===== src/rtl/alu_mp_sequencer.sv =====
// Multi-precision add/sub sequencer: drives a 32-bit combinational alu one limb per cycle, LS limb first.
// Latency: response valid WORDS cycles after the request is accepted; issue interval >= WORDS+2 cycles.
// Backpressure: req_ready only in IDLE; DONE holds result until rsp_ready, later requests wait.
module alu_mp_sequencer #(
    parameter int WORDS = 4
) (
    input  logic                  clk,
    input  logic                  rst_n,
    input  logic                  req_valid,
    output logic                  req_ready,
    input  logic                  req_op,
    input  logic [WORDS*32-1:0]   req_a,
    input  logic [WORDS*32-1:0]   req_b,
    input  logic                  req_cin,
    output logic                  rsp_valid,
    input  logic                  rsp_ready,
    output logic [WORDS*32-1:0]   rsp_result,
    output logic                  rsp_cout,
    output logic [31:0]           alu_a,
    output logic [31:0]           alu_b,
    output logic [3:0]            alu_sel,
    output logic                  alu_cin,
    input  logic [31:0]           alu_out,
    input  logic                  alu_cout
);

    localparam int IDXW = (WORDS > 1) ? $clog2(WORDS) : 1;
    localparam logic [IDXW-1:0] LAST_IDX = IDXW'(WORDS - 1);

    typedef enum logic [1:0] {
        S_IDLE,
        S_RUN,
        S_DONE
    } state_t;

    state_t          state;
    state_t          state_nxt;
    logic [IDXW-1:0] idx;
    logic            op_sub;
    logic            carry;
    logic            last_limb;
    logic [31:0]     a_limb   [WORDS];
    logic [31:0]     b_limb   [WORDS];
    logic [31:0]     res_limb [WORDS];

    assign last_limb = (idx == LAST_IDX);

    // Flatten the per-limb result registers onto the response bus.
    for (genvar g = 0; g < WORDS; g++) begin : g_pack
        assign rsp_result[g*32 +: 32] = res_limb[g];
    end

    // State register.
    always_ff @(posedge clk or negedge rst_n) begin
        if (!rst_n) begin
            state <= S_IDLE;
        end else begin
            state <= state_nxt;
        end
    end

    // Next-state and handshake/alu drive; alu inputs are forced to zero outside RUN.
    always_comb begin
        state_nxt = state;
        req_ready = 1'b0;
        rsp_valid = 1'b0;
        alu_a     = 32'd0;
        alu_b     = 32'd0;
        alu_sel   = 4'b0000;
        alu_cin   = 1'b0;
        case (state)
            S_IDLE: begin
                req_ready = 1'b1;
                if (req_valid) begin
                    state_nxt = S_RUN;
                end
            end
            S_RUN: begin
                alu_a   = a_limb[idx];
                alu_b   = b_limb[idx];
                alu_sel = {3'b000, op_sub};
                alu_cin = carry;
                if (last_limb) begin
                    state_nxt = S_DONE;
                end
            end
            S_DONE: begin
                rsp_valid = 1'b1;
                if (rsp_ready) begin
                    state_nxt = S_IDLE;
                end
            end
            default: state_nxt = S_IDLE;
        endcase
    end

    // Operand capture in IDLE, limb-by-limb result and carry chaining in RUN.
    always_ff @(posedge clk or negedge rst_n) begin
        if (!rst_n) begin
            idx      <= '0;
            op_sub   <= 1'b0;
            carry    <= 1'b0;
            rsp_cout <= 1'b0;
            for (int i = 0; i < WORDS; i++) begin
                a_limb[i]   <= 32'd0;
                b_limb[i]   <= 32'd0;
                res_limb[i] <= 32'd0;
            end
        end else begin
            case (state)
                S_IDLE: begin
                    if (req_valid) begin
                        op_sub <= req_op;
                        carry  <= req_cin;
                        idx    <= '0;
                        for (int i = 0; i < WORDS; i++) begin
                            a_limb[i] <= req_a[i*32 +: 32];
                            b_limb[i] <= req_b[i*32 +: 32];
                        end
                    end
                end
                S_RUN: begin
                    res_limb[idx] <= alu_out;
                    carry         <= alu_cout;
                    if (last_limb) begin
                        // Park idx at zero so it never steps past the last limb.
                        rsp_cout <= alu_cout;
                        idx      <= '0;
                    end else begin
                        idx <= idx + IDXW'(1);
                    end
                end
                default: ;
            endcase
        end
    end

endmodule


===== config.mk =====
export PLATFORM = sky130hd
export DESIGN_NAME = alu_mp_sequencer
export DESIGN_NICKNAME = d
export VERILOG_FILES = /design/src/rtl/alu_mp_sequencer.sv
export SDC_FILE = /design/constraint.sdc
export NUM_CORES = 1
export LEC_CHECK = 0
export BUFFER_PORTS_ARGS = -buffer_cell sky130_fd_sc_hd__buf_2
export CAP_MARGIN = 5
export CORE_AREA = 2 2 193 195
export CTS_CLUSTER_SIZE = 14
export DETAILED_ROUTE_END_ITERATION = 8
export DIE_AREA = 0 0 195 197
export PLACE_DENSITY = 0.72
export SYNTH_ARGS = -nofsm -noshare
export SYNTH_HDL_FRONTEND = slang
export SYNTH_SLANG_ARGS = --single-unit

===== constraint.sdc =====
create_clock -name clk -period 2.51 [get_ports clk]
set_input_delay 0.1255 -clock clk [delete_from_list [all_inputs] [get_ports clk]]
set_output_delay 0.1255 -clock clk [all_outputs]
set_load 0.05 [all_outputs]

; ---- Word-level counts from Yosys, hierarchy flattened
; Index checks and enable logic that the tools add are counted.
[op_classes]
add_sub_neg = 1
order_cmp = 2
eq_ne = 6
muxes = 24
n_bitwise = 1
n_reduce_logical = 7
[ops]
columns = op, n
row1 = $mux W32, 7
row2 = $bmux W32 S2, 2
row3 = $bwmux W128, 1
row4 = $demux W32 S2, 1
row5 = $mux W2, 5
row6 = $ne A2 B2 Y1 const B, 3
row7 = $pmux W2 S3, 1
row8 = $reduce_and A2 Y1, 3
row9 = $mux W1, 5
row10 = $eq A2 B2 Y1 const B, 2
row11 = $pmux W2 S2, 1
row12 = $ge A3 B3 Y1 const B, 1
row13 = $lt A3 B1 Y1 const B, 1
row14 = $not A2 Y3, 1
row15 = $reduce_and A3 Y1, 1
row16 = $add A2 B1 Y2 const B, 1
row17 = $eq A2 B1 Y1 const B, 1
row18 = $logic_not A2 Y1, 1
row19 = $pmux W1 S2, 1
row20 = $reduce_bool A2 Y1, 1
row21 = $logic_and A1 B1 Y1, 1
[word_totals]
ff_bits = 391
inputBits = 295
output_inout_bits = 200
elab_cells = 58

; ---- Logic depth before layout (Yosys ltp)
[depth]
word_depth = 6
ltp_mapped = 8
depth_no_buf = 4

; ---- Worst setup path before layout
; Ideal clock, no wire load.
[synth_timing]
path_type = register -> output
startpoint = register state[1]
endpoint = output alu_a[0]
t_arrival_ns = 1.948
t_required_ns = 2.385
setup_slack_ns = 0.436
path_stages_with_launch = 7
n_path_buf = 3
cell_sequence = dfrtp_1 > buf_2 > nor2b_2 > buf_4 > nand2_1 > buf_2 > o22ai_1
[synth_between]
elab_chain_len = 2
[synth_rtl]
columns = element, line
row1 = from (decl), 36  ; state_t state;
row2 = from (signal assigned), 58  ; state <= state_nxt;
row3 = $eq A2 B1 Y1, 71  ; case (state)
row4 = $mux W32, 71
row5 = to (decl), 19  ; output logic [31:0] alu_a,
; No other way between the ends.

; ---- Worst setup path after layout
[layout_timing]
startpoint = register idx[0]
endpoint = output alu_b[28]
[layout_between]
elab_chain_len = 5
[layout_rtl]
columns = element, line
row1 = from (decl), 38  ; logic [IDXW-1:0] idx;
row2 = from (signal assigned), 130  ; idx <= idx + IDXW'(1);
row3 = $not A2 Y3 (not written as such), 80  ; alu_b = b_limb[idx];
row4 = $bmux W32 S2, 80
row5 = $mux W32 (not written as such) (2 in series), 80
row6 = $mux W32, 71
row7 = to (decl), 20  ; output logic [31:0] alu_b,
; No other way between the ends. The select of a mux whose other input is x is not followed.

==> flow_results.org <==
** Critical path
- Cell mode on critical path :: buf_4
- Startpoint of the worst register-to-register path :: state[1]
- Worst r2r path cells :: 4
- Max stage delay on crit path :: 500 ps
- Family of cells with the greatest summed delay on the critical path :: buffers and inverters
- Critical path required time :: 2380 ps
- The endpoint identified for the worst register-to-register timing path is a_limb[51].
- Library cell contributing the largest single delay on the critical path :: dfrtp_4
- Critical Path End Type :: output port
- The most critical setup path has its endpoint at alu_b[28].
- The most critical setup path has its startpoint at idx[0].
- Data on the critical path arrives at its endpoint at 2320 ps.
- Cell-by-cell listing of the critical path :: buf_16, buf_4, buf_4, mux2i_1, o22ai_1, buf_2
- Counting both buffers and inverters, the worst setup path holds a total of 4.
- By startpoint and endpoint, the worst setup path is classified as flip-flop to output port.
- Nature of the critical path startpoint :: flip-flop
- Number of gates on the worst path with buffers counted :: 6
- Along the worst path, the maximum fanout reaches 26.
- The setup check on the worst reg-to-reg path leaves a slack of 470 ps.

** CTS
- The later pin in the worst-skew pair is clocked with a latency of 540 ps.
- After clock tree synthesis, the clock-pin slew on the worst setup and hold paths is 60 ps.
- Clock root buffer master :: clkbuf_16
- Number of CTS-inserted buffers :: 43
- Counting every sink on the clock net gives 391.
- CTS max path bufs :: 3
- TritonCTS built the clock tree.
- Number of H-tree branching levels :: 2

** Timing
- On the final layout, the worst clock skew is 9.39 ps.
- Max-slew headroom :: 61.4%
- Setup slack closes at 66.9 ps.
- The number of max-slew violations in the final report is 0.
- Worst-margin pin slew :: 578 ps
- Based on the critical path, the design can be clocked at up to 409 MHz.
- Final period util :: 97.3%
- Finish-stage setup viols :: 0
- Setup repair after global routing left no endpoint under its margin.
- Final Hold Viols :: 0
- Setup total negative slack :: 0 ps
- Subtracting the final worst setup slack from the clock period gives 2440 ps.

** Die
- The die covers 38400 µm².
- The floorplan step set the die height to 197 µm.
- In this run the standard cell core region covers 36300 µm².
- Number of ports placed on the die boundary :: 495
- Starting density of the core :: 45.9%
- The floorplan has 70 rows.
- Horiz. Die Dim :: 195 µm

** Synth
- By instance count, the leading cell after synthesis is dfrtp_1.
- Post-synthesis cell area :: 16600 µm²
- Number of standard cells after synthesis :: 1078
- Post-synth ARST share :: 100%
- Mean instance size in the synthesized netlist :: 15.4 µm²
- Count of synthesis-stage warnings from yosys :: 0
- Share of the synthesized area in the top cell type :: 58.8%
- In the post-synthesis netlist, the biggest area contributors are dfrtp_1 59%, mux2_1 16%, mux2_2 10%, mux2i_1 7.8%, o22ai_1 2.4%.
- Summing the sequential cell areas from Yosys gives 58.8% of the chip area.
- Number of distinct library cells after synthesis :: 26
- Counting flops with a built-in enable in the synthesized netlist gives 0.
- Most used flip-flop cell after synthesis :: dfrtp_1
- Library cell with the largest summed area after synthesis :: dfrtp_1
- Flip-flop and latch count after synthesis :: 391
- List of most frequent post-synthesis cells :: 391 x dfrtp_1, 234 x mux2_1, 152 x mux2_2

** Route
- The first TritonRoute pass finished after 4 iterations.
- Routed wirelength normalized by instance count :: 21.4 µm
- For this block, the via count after detailed routing is 12500.
- Post-detailed-route count of antenna-violating nets :: 0
- WL final :: 51000 µm
- The detailed router finished its first iteration with 353 violations.
- Remaining DRCs :: 0
- After detailed routing, the number of vias per cell comes to 5.23.

** Hold path
- Hold crit path type :: input pin to flip-flop

** Placement
- At the end of routability-driven placement, the weighted congestion stood at 0.829.
- Timing analysis after detailed placement gives a worst setup slack of 394 ps.
- Number of I/O port buffers :: 491
- Post-detail-place hpwl :: 32100 µm

** GRT
- Entering global routing, the biggest net connects 70 pins.
- The number of global-route vias before repair came to 14100.
- The first global-routing pass estimated 79100 µm of wire.
- Initial antenna violation count :: 7
- Overall overflow remaining after global route :: 0
- Overall routing resource usage :: 26.4%

** Power and ir drop
- Across the VDD grid, the largest voltage drop is 1.43 mV.
- Total power density per cell area :: 1560 nW/µm²
- Leak Pwr :: 0.0112 µW

** Cells and area
- The sequential cells in the finished layout cover a total of 9790 µm².
- The area growth from synthesis to layout is 44.6%.
- Summing all multi-input logic gate instances after layout gives 6280 µm².
- The net count of the finished layout is 2177.
- Fillers :: 2472
- Fraction of final layout cells sized beyond drive strength 1 :: 40.0%

** Flow run
- Max Cap Violations :: 0

** Status
- The flow ran to the end, and the final reports show no timing, DRC or antenna violations.
## cell families (layout without fill, tap and decap cells)
group	after synthesis	after routing	share of synthesized area [%]
AOI/OAI and AO/OA	69	69	2.57
adders and majority gates	4	4	0.301
buffers and inverters	77	907	3.63
DFF	391	391	58.8
muxes	515	515	33.9
other	1	11	0.0225
and+or+nand+nor	21	21	0.827
## cell type report
class,instances,share of cell area [%]
Antenna cell,8,0.0831
Clock buffer,67,5.56
Clock inverter,10,0.457
Inverter,4,0.0624
Multi-Input combinational cell,612,26.1
Sequential cell,391,40.7
Tap cell,468,2.43
Timing Repair Buffer,826,24.7
## sequential cells by signal (all words and copies together), names as in the netlist
name,count
idx,2
rsp_result,128
b_limb,128
rsp_cout,1
carry,1
op_sub,1
state,2
a_limb,128
## layout by cell type (no fill, tap or decap), types with 2 or more instances in the layout
master / Yosys / routed
clkbuf_16: 0 / 45
clkbuf_1: 1 / 9
mux2i_2: 0 / 3
clkbuf_8: 0 / 13
buf_2: 33 / 480
clkinv_2: 0 / 5
nand2_1: 7 / 6
bufinv_16: 0 / 2
diode_2: 0 / 8
nand2_2: 1 / 2
dfrtp_1: 391 / 390
inv_1: 4 / 4
clkinv_4: 0 / 2
mux2i_1: 129 / 126
nor2_1: 4 / 4
nand2_4: 3 / 3
mux2_1: 234 / 234
dlygate4sd3_1: 0 / 293
mux2_2: 152 / 152
buf_12: 0 / 14
conb_1: 1 / 3
and2_1: 2 / 2
buf_4: 6 / 35
o22ai_1: 64 / 64
clkbuf_4: 0 / 2
ha_1: 4 / 4
o21ai_0: 3 / 3
## worst reg2reg max path: cells and delay by family (launching register included)
family	cells	cell delay, ps
buffers and inverters	2	640
DFF	1	500
muxes	1	500
and+or+nand+nor	1	280
## stage by stage
stage,power (µW),instance area [µm²],instances,utilization (%),hold WS (ps)
final,37500,24100,2386,66.4,39.1
after global routing,39100,24100,2384,66.4,80.6
after CTS,37200,24000,2376,66.3,18.1
after detailed placement,30300,19600,2005,54.1,135
after global placement,29800,19600,2005,54.1,134
after floorplan,25300,16700,1080,-,-170
## per-layer routing
| layer | vias to the layer above | track usage [%] | part of all wire, % |
|---|---|---|---|
| li1 | 5525 | - | - |
| met1 | 6345 | 30.2 | 38 |
| met2 | 479 | 47.2 | 51 |
| met3 | 123 | 6.19 | 6.4 |
| met4 | 2 | 11.3 | 4.0 |
| met5 | - | 0 | 0.025 |
## how the worst min path moves through the flow
| stage | start | to | slack (ps) | cells past startpoint |
|---|---|---|---|---|
| global placement | rst_n | a_limb[17] | 130 | 1 |
| CTS | req_cin | carry | 20 | 4 |
| finish | req_cin | carry | 40 | 4 |
| global route | req_cin | carry | 80 | 4 |
| floorplan | rst_n | a_limb[0] | -170 | 0 |
| detailed placement | rst_n | a_limb[17] | 130 | 1 |
## what timing repair did
item,CTS,global route
endpoints found under the setup margin,64,9
buffers inserted,1,2
resized for setup,11,3
hold endpoints to repair,446,0
hold buffers,293,0
## report_power, final
| part | leakage, µW | total, µW | internal, µW | switching [µW] |
|---|---|---|---|---|
| clock | 0.000715 | 6410 | 3870 | 2550 |
| sequential | 0.00460 | 11400 | 9600 | 1830 |
| combinational | 0.00593 | 19700 | 6600 | 13100 |
| total | 0.0112 | 37500 | 20100 | 17500 |
(Power assumes the default switching activity.)
